`config.mk`:
```
export PLATFORM = sky130hd
export DESIGN_NAME = bolme_denetleyici
export DESIGN_NICKNAME = d
export VERILOG_FILES = /design/src/rtl/bolme_denetleyici.sv
export SDC_FILE = /design/constraint.sdc
export NUM_CORES = 1
export LEC_CHECK = 0
export CORE_MARGIN = 2
export CORE_UTILIZATION = 30
export DETAILED_ROUTE_END_ITERATION = 10
export HOLD_SLACK_MARGIN = 0.06
export PLACE_DENSITY = 0.48
export RECOVER_POWER = 100
export SLEW_MARGIN = 10
export SYNTH_ARGS = -nofsm -noshare
export SYNTH_HDL_FRONTEND = slang
export SYNTH_SLANG_ARGS = --single-unit
```
`constraint.sdc`:
```
create_clock -name clk_i -period 8 [get_ports clk_i]
set_input_delay 1.6 -clock clk_i [delete_from_list [all_inputs] [get_ports clk_i]]
set_output_delay 1.6 -clock clk_i [all_outputs]
set_load 0.01 [all_outputs]
```
`src/rtl/bolme_denetleyici.sv`:
```
// Iterative restoring divider sequencer for DIV/DIVU/REM/REMU: one quotient bit
// per cycle, RISC-V divide-by-zero/overflow rules, result held until acknowledged.
module bolme_denetleyici #(
    parameter int unsigned XLEN = 32
) (
    input  logic            clk_i,
    input  logic            rst_i,
    input  logic            istek_gecerli_i,
    output logic            istek_hazir_o,
    input  logic [1:0]      islem_i,
    input  logic [XLEN-1:0] bolunen_i,
    input  logic [XLEN-1:0] bolen_i,
    input  logic            iptal_i,
    output logic            sonuc_gecerli_o,
    output logic [XLEN-1:0] sonuc_o,
    input  logic            sonuc_alindi_i,
    output logic            durdur_o
);

    localparam int unsigned SAYAC_W = $clog2(XLEN);

    typedef enum logic [1:0] {
        BOSTA   = 2'd0,
        HESAPLA = 2'd1,
        DUZELT  = 2'd2,
        BITTI   = 2'd3
    } durum_t;

    durum_t              durum;
    logic [SAYAC_W-1:0]  sayac;
    logic                kalan_mod;
    logic                negq;
    logic                negr;
    logic [XLEN-1:0]     q_r;
    logic [XLEN-1:0]     d_r;
    logic [XLEN-1:0]     r_r;

    logic                isaretli;
    logic                a_neg;
    logic                b_neg;
    logic [XLEN-1:0]     a_mutlak;
    logic [XLEN-1:0]     b_mutlak;
    logic                sifira_bolme;
    logic                tasma;
    logic [XLEN-1:0]     ozel_sonuc;
    logic                kabul;
    logic [XLEN:0]       t_deger;
    logic                buyuk_esit;
    logic [XLEN-1:0]     fark;
    logic [XLEN-1:0]     q_duz;
    logic [XLEN-1:0]     r_duz;

    always_comb begin
        isaretli     = ~islem_i[0];
        a_neg        = isaretli & bolunen_i[XLEN-1];
        b_neg        = isaretli & bolen_i[XLEN-1];
        a_mutlak     = a_neg ? -bolunen_i : bolunen_i;
        b_mutlak     = b_neg ? -bolen_i : bolen_i;
        sifira_bolme = (bolen_i == '0);
        tasma        = isaretli && (bolunen_i == {1'b1, {(XLEN-1){1'b0}}}) && (bolen_i == '1);
        if (sifira_bolme) begin
            ozel_sonuc = islem_i[1] ? bolunen_i : '1;
        end else begin
            ozel_sonuc = islem_i[1] ? '0 : bolunen_i;
        end
        kabul = (durum == BOSTA) && istek_gecerli_i && !iptal_i;
    end

    // The partial remainder always stays below D, so it fits in XLEN bits and the
    // subtraction can be done modulo 2^XLEN once the full-width compare has passed.
    always_comb begin
        t_deger    = {r_r, q_r[XLEN-1]};
        buyuk_esit = (t_deger >= {1'b0, d_r});
        fark       = t_deger[XLEN-1:0] - d_r;
        q_duz      = negq ? -q_r : q_r;
        r_duz      = negr ? -r_r : r_r;
    end

    always_ff @(posedge clk_i) begin
        if (rst_i) begin
            durum           <= BOSTA;
            sayac           <= '0;
            kalan_mod       <= 1'b0;
            negq            <= 1'b0;
            negr            <= 1'b0;
            q_r             <= '0;
            d_r             <= '0;
            r_r             <= '0;
            sonuc_o         <= '0;
            sonuc_gecerli_o <= 1'b0;
        end else if (iptal_i && (durum != BOSTA)) begin
            durum           <= BOSTA;
            sonuc_gecerli_o <= 1'b0;
        end else begin
            case (durum)
                BOSTA: begin
                    if (kabul) begin
                        kalan_mod <= islem_i[1];
                        negq      <= a_neg ^ b_neg;
                        negr      <= a_neg;
                        if (sifira_bolme || tasma) begin
                            sonuc_o         <= ozel_sonuc;
                            sonuc_gecerli_o <= 1'b1;
                            durum           <= BITTI;
                        end else begin
                            q_r   <= a_mutlak;
                            d_r   <= b_mutlak;
                            r_r   <= '0;
                            sayac <= SAYAC_W'(XLEN - 1);
                            durum <= HESAPLA;
                        end
                    end
                end
                HESAPLA: begin
                    r_r   <= buyuk_esit ? fark : t_deger[XLEN-1:0];
                    q_r   <= {q_r[XLEN-2:0], buyuk_esit};
                    sayac <= sayac - SAYAC_W'(1);
                    if (sayac == '0) begin
                        durum <= DUZELT;
                    end
                end
                DUZELT: begin
                    sonuc_o         <= kalan_mod ? r_duz : q_duz;
                    sonuc_gecerli_o <= 1'b1;
                    durum           <= BITTI;
                end
                BITTI: begin
                    if (sonuc_alindi_i) begin
                        durum           <= BOSTA;
                        sonuc_gecerli_o <= 1'b0;
                    end
                end
                default: durum <= BOSTA;
            endcase
        end
    end

    assign istek_hazir_o = (durum == BOSTA);

    always_comb begin
        durdur_o = 1'b0;
        case (durum)
            HESAPLA, DUZELT: durdur_o = 1'b1;
            BITTI:           durdur_o = !sonuc_alindi_i;
            BOSTA:           durdur_o = istek_gecerli_i && !iptal_i;
            default:         durdur_o = 1'b0;
        endcase
    end

endmodule

```
==> flow_metrics.env, run 1 <==
export IMPL_synth_edf_count=0
export IMPL_busiest_layer="met2"
export IMPL_syn_num_nets=1582
export IMPL_netlist_area_um2=11000
export IMPL_synth_top_area_share_pct=25.3
export IMPL_grt_use_met2_pct=32.0
export IMPL_synthFlopType="dfxtp_1"
export IMPL_hold_buffers=0
export IMPL_post_drt_wl_per_cell_um=19.9
export IMPL_fillers=3832
export IMPL_grt_usage_pct=20.7
export IMPL_fin_crit_sh_pct=79.5
export IMPL_p_sw_share_pct=43.0
export IMPL_die_h_um=196
export IMPL_finalSetupTns_ns=0
export IMPL_fin_skew_ns=0.0163
export IMPL_detailed_place_hpwl_um=30100
export IMPL_core_um2=36300
export IMPL_place_gp_congestion=0.878
export IMPL_chipWidth_um=196
export IMPL_layout_drive_gt1_share_pct=4.13
export IMPL_routed_via_density=5.54
export IMPL_synth_area_per_cell_um2=7.52
export IMPL_initial_core_util_pct=30.3
export IMPL_pwr_share_seq_pct=28.6
export IMPL_syn_inst=1466
export IMPL_yosys_cell_types_count=67
export IMPL_port_buffers=105
export IMPL_max_freq_mhz=157
export IMPL_clk_latency_ns=0.45
export IMPL_ys_ff_latch=139
export IMPL_cts_buffers=17
export IMPL_routed_wl_um=39600
export IMPL_grt_start_max_net_pins=73
export IMPL_p_comb_share_pct=44.0
export IMPL_grt_antenna_before_repair=0
export IMPL_hold_path_class="flop to flop"
export IMPL_htreeDepth=4
export IMPL_p_leak_nw=4.91
export IMPL_async_reset_ff_share_pct=0
export IMPL_antenna_left=0
export IMPL_synth_most_common_cell="nor2_1"
export IMPL_diodes=0
export IMPL_grtUsageMet1_pct=29.9
export IMPL_drc_errors=0
export IMPL_ios=106
export IMPL_placed_area_um2=12400
export IMPL_cp_max_fo=11
export IMPL_end_kind="flop"
export IMPL_die_area_um2=38300
export IMPL_rows=70
export IMPL_cts_num_sinks=139
export IMPL_met3_usage_pct=3.25
export IMPL_post_cts_buffers=0
export IMPL_violations="max-capacitance violations, max-slew violations"
export IMPL_power_total_mw=2.99
export IMPL_grt_pass1_vias=10300
export IMPL_rsz0062_at_grt="no"
export IMPL_nets=1627
export IMPL_cp_data_arrival_time_ns=6.66
export IMPL_dr_pass1_iters=5
export IMPL_vias=11000
export IMPL_overflow=0
export IMPL_synth_area_leaders="dfxtp_1, xnor2_1, a21oi_1"
export IMPL_final_hold_violation_count=0
export IMPL_yosysSeqAreaShare_pct=25.3
export IMPL_worstPathRequired_ns=8.30
export IMPL_p_per_area_nw_per_um2=231
export IMPL_synth_top_cell_by_area="dfxtp_1"
export IMPL_cap_violations=2
export IMPL_drt_initial_drc_count=845
export IMPL_synthTopCellsByCount="nor2_1, dfxtp_1, nand2_1"
export IMPL_status="finished with violations"
export IMPL_slew_violations=75
export IMPL_crit_type="input port to flop"
export IMPL_worst_pin_slew_ns=2.53
export IMPL_syn2layout_area_growth_pct=17.7
export IMPL_min_period_ns=6.36
export IMPL_clockBufferDepth=2
export IMPL_clkTransAtPathRegs_ns=0.06
export IMPL_switchingPower_mw=1.29
export IMPL_cts_resized=0
export IMPL_setup_violations=0
export IMPL_synth_warnings=0
export IMPL_root_buffer="clkbuf_16"
export IMPL_final_area_um2=13000
export IMPL_irDropWorstVdd_mv=0.159
export IMPL_p_int_mw=1.70
export IMPL_cts_tree="done"
export IMPL_slew_headroom_pct=-68.6
export IMPL_p_clk_share_pct=27.5
export IMPL_startpoint_type="input port"
export IMPL_grt_pass1_wl_um=61600
==> final timing paths <==
kind	from	endpoint	slack, ns	cells after the start
max	bolunen_i[8]	q_r[27]	1.64	9
min	sonuc_o[20]	sonuc_o[20]	0.46	2
max reg2reg	q_r[31]	r_r[28]	4.37	12
min reg2reg	sonuc_o[20]	sonuc_o[20]	0.46	2
==> sequential cells by signal (all words and copies together) (netlist names) <==
signal	flops
sonuc_o	32
negr	1
kalan_mod	1
d_r	32
negq	1
q_r	32
sayac	5
sonuc_gecerli_o	1
durum	2
r_r	32
==> cells in the final DEF (no fill, tap or decap), drive strengths merged, types with 8 or more instances in the layout <==
cell and instances:
nor2 150, dfxtp 139, nand2 135, a21oi 129, o21ai 87, inv 83, xnor2 82, clkdlybuf4s50 66
xor2 62, a211oi 57, ha 44, dlygate4sd3 38, nor3 38, mux2i 34, maj3 27, a22oi 21
nand3 21, o31ai 20, or4 20, a31oi 20, o41ai 19, clkbuf 19, nand4 18, nor4 17
buf 12, a21o 11, nor2b 10, or3 10, o211ai 10, nand2b 9, and3 9, a221oi 9
a41oi 9, o21a 8, a32oi 8
==> power groups by stage <==
stage / Sequential [mW] / Combinational (mW) / Clock [mW]
6_report: 0.855 / 1.32 / 0.822
5_1_grt: 0.868 / 1.45 / 0.867
4_1_cts: 0.854 / 1.32 / 0.840
3_5_place_dp: 0.869 / 1.31 / 0
3_3_place_gp: 0.868 / 1.31 / 0
2_1_floorplan: 0.843 / 0.912 / 0
==> metrics by stage <==
step / hold slack (ns) / setup slack (ns) / cells / utilization (%)
detailed placement: 0.457 / 2.07 / 1960 / 34.2
global route: 0.470 / 1.28 / 1992 / 35.7
global placement: 0.460 / 2.24 / 1960 / 34.2
floorplan: 0.451 / 3.66 / 1466 / -
CTS: 0.467 / 2.55 / 1992 / 35.8
finish: 0.462 / 1.64 / 1992 / 35.7
==> per-layer routing <==
metal	wire [µm]	vias to the layer above	share of wire, %
li1	-	5436	-
met1	19300	5252	49
met2	17600	306	45
met3	2060	34	5.2
met4	602	0	1.5
met5	0	-	0
==> critical path: stages <==
cell and delay [ns]:
dlygate4sd3_1 0.59, or4_1 0.52, nor3_1 0.52, nand4_1 0.47, o31ai_1 1.12, o21ai_0 1.01, and3_1 0.53, a221oi_1 0.22
nor2_1 0.06
==> logic make-up (layout without fill, tap and decap cells) <==
group           count (synthesis)  in the layout  synth area share [%]
xor+xnor                      144            144                  11.4
mux                            34             34                  3.09
flops                         139            139                  25.3
buf+inv                       167            225                  5.88
simple gates                  461            461                  19.6
fa+ha+maj                      72             72                  7.63
compound gates                449            449                  27.1
==> final cells by class <==
class                   instances  area [µm²]  area share (%)
clock buffers                  17         425            3.28
clock inverters                15         170            1.31
inverters                      75         282            2.17
multi-input cells            1160        7590            58.5
flip-flops and latches        139        2780            21.5
well taps                     468         586            4.51
repair buffers                118        1140            8.78
Note: power is estimated with default switching activity, not from simulation.
==> inputs of run 2 (changes only) <==
==> constraint.sdc (replaced) <==
create_clock -name clk_i -period 6.3 [get_ports clk_i]
set_input_delay 1.26 -clock clk_i [delete_from_list [all_inputs] [get_ports clk_i]]
set_output_delay 1.26 -clock clk_i [all_outputs]
set_load 0.01 [all_outputs]
==> run 2 against run 1 <==
  * The run still ends with max-capacitance violations, max-slew violations left
  * Critical endpoint is now r_r[23]
  * Hold slack gained 0.0093 ns
  * Largest cell class unchanged
  * Die area is the same
  * Clock-buffer cell count grew 2
  * Sequential power grew 27%
  * Clock skew shrank 0.0023 ns
  * Via count is essentially flat
  * Largest power group unchanged
  * Routed wire length grew 0.40%
  * Core utilization grew 0.083 points
==> flow_metrics.env, run 2 (synthesis gave the netlist of run 1 again) <==
export IMPL_clk_latency_ns=0.44
export IMPL_dp_slack_ns=1.18
export IMPL_post_drt_wl_per_cell_um=19.9
export IMPL_irDropWorstVdd_mv=0.198
export IMPL_routed_via_density=5.51
export IMPL_crit_family="buffers and inverters"
export IMPL_final_cells=2001
export IMPL_startpoint_type="input port"
export IMPL_r2r_start="r_r[17]"
export IMPL_post_cts_buffers=0
export IMPL_p_per_area_nw_per_um2=289
export IMPL_cpPeakStageDelay_ns=1.17
export IMPL_r2r_end="r_r[28]"
export IMPL_critPathBufInv=2
export IMPL_grt_start_max_net_pins=82
export IMPL_worst_pin_slew_ns=4.07
export IMPL_final_common_cell="nor2_1"
export IMPL_fin_crit_sh_pct=85.4
export IMPL_port_buffers=105
export IMPL_grt_antenna_before_repair=0
export IMPL_slew_headroom_pct=-172
export IMPL_hold_path_class="flop to flop"
export IMPL_fin_skew_ns=0.0141
export IMPL_cp_data_arrival_time_ns=5.75
export IMPL_postLayoutCoreUtil_pct=35.8
export IMPL_drc_errors=0
export IMPL_path_cells="dlygate4sd3_1, or4_1, or4_1, or4_1, o31ai_4, o21ai_1, nor2_2, clkbuf_1, a221o_1"
export IMPL_cp_common_cell="or4_1"
export IMPL_cts_resized=0
export IMPL_grt_usage_pct=20.9
export IMPL_hold_buffers=0
export IMPL_clockBufferDepth=2
export IMPL_diodes=0
export IMPL_nets=1636
export IMPL_min_to="sonuc_o[27]"
export IMPL_chipWidth_um=196
export IMPL_grt_pass1_wl_um=62600
export IMPL_crit_path_top_delay_cell="clkbuf_1"
export IMPL_dr_pass1_iters=5
export IMPL_cap_violations=2
export IMPL_overflow=0
export IMPL_initial_core_util_pct=30.3
export IMPL_status="finished with violations"
export IMPL_setup_violations=0
export IMPL_hold_depth=2
export IMPL_cts_buffers=17
export IMPL_grt_pass1_vias=10500
export IMPL_reg2reg_depth=10
export IMPL_min_period_ns=5.38
export IMPL_detailed_place_hpwl_um=30300
export IMPL_finalSetupTns_ns=0
export IMPL_setup_slack_ns=0.919
export IMPL_layout_drive_gt1_share_pct=4.50
export IMPL_worstPathRequired_ns=6.67
export IMPL_violations="max-capacitance violations, max-slew violations"
export IMPL_final_hold_violation_count=0
export IMPL_p_leak_nw=4.92
export IMPL_rsz0062_at_grt="no"
export IMPL_max_freq_mhz=186
export IMPL_slew_violations=115
export IMPL_crit_type="input port to flop"
export IMPL_rows=70
export IMPL_mostFrequentLayoutCells="nor2_1, dfxtp_1, nand2_1, a21oi_1, o21ai_0"
export IMPL_htreeDepth=4
export IMPL_syn2layout_area_growth_pct=18.0
export IMPL_die_h_um=196
export IMPL_root_buffer="clkbuf_16"
export IMPL_routed_wl_um=39800
export IMPL_cts_num_sinks=139
export IMPL_core_um2=36300
export IMPL_post_place_cells=1969
export IMPL_clkTransAtPathRegs_ns=0.07
export IMPL_ios=106
export IMPL_cts_tree="done"
export IMPL_place_gp_congestion=0.864
export IMPL_drt_initial_drc_count=953
export IMPL_worstHoldStart="sonuc_o[27]"
export IMPL_die_area_um2=38300
export IMPL_end_kind="flop"
export IMPL_ff2ff_setup_slack_ns=2.54
export IMPL_antenna_left=0
export IMPL_vias=11000
export IMPL_cp_max_fo=32
-- run 2: cell types whose count changed in the layout (fill, tap and decap cells not counted), sizes merged --
cell / delta
inv: -8
buf: +7
clkbuf: +4
clkinv: +3
clkinvlp: +3
-- run 2: tightest hold or removal path, stage by stage (launching register included) --
cell and delay, ns:
dfxtp_1 0.32, nand2_1 0.05, a21oi_1 0.05
-- run 2: worst max-delay path by stage --
stage                             start     endpoint  slack, ns  cells after the start
after global routing      bolunen_i[24]       r_r[9]       0.75                     10
after CTS                 bolunen_i[24]  sonuc_o[19]       1.63                      9
after detailed placement  bolunen_i[24]  sonuc_o[28]       1.18                      9
final                     bolunen_i[24]      r_r[23]       0.92                      9
after floorplan           bolunen_i[27]  sonuc_o[13]       2.30                      9
after global placement    bolunen_i[24]  sonuc_o[16]       1.20                      9
-- run 2: area by class of cell --
class / count / area, µm²
Clock buffer: 19 / 433
Clock inverter: 13 / 120
Fill cell: 3778 / 23300
Inverter: 75 / 282
Multi-Input combinational cell: 1160 / 7600
Sequential cell: 139 / 2780
Tap cell: 468 / 586
Timing Repair Buffer: 127 / 1200
-- run 2: report_power, final --
group | leakage [nW] | internal (mW) | switching [mW] | total (mW)
Sequential | 1.13 | 0.981 | 0.110 | 1.09
Clock | 0.264 | 0.546 | 0.442 | 0.988
Combinational | 3.53 | 0.627 | 1.05 | 1.68
-- run 2: metrics by stage --
stage | area (µm²) | hold WS [ns] | power (mW)
5_1_grt | 13000 | 0.494 | 4.00
3_3_place_gp | 12500 | 0.467 | 2.78
2_1_floorplan | 11000 | 0.451 | 2.23
6_report | 13000 | 0.472 | 3.76
3_5_place_dp | 12500 | 0.471 | 2.78
4_1_cts | 13000 | 0.480 | 3.77
-- run 2: metal layers --
metal  vias up  track usage (%)  share of wire (%)
li1       5448                -                  -
met1      5222             30.6                 50
met2       303             32.1                 44
met3        45             2.59                4.4
met4         0             5.57                1.8
met5         -                0                  0
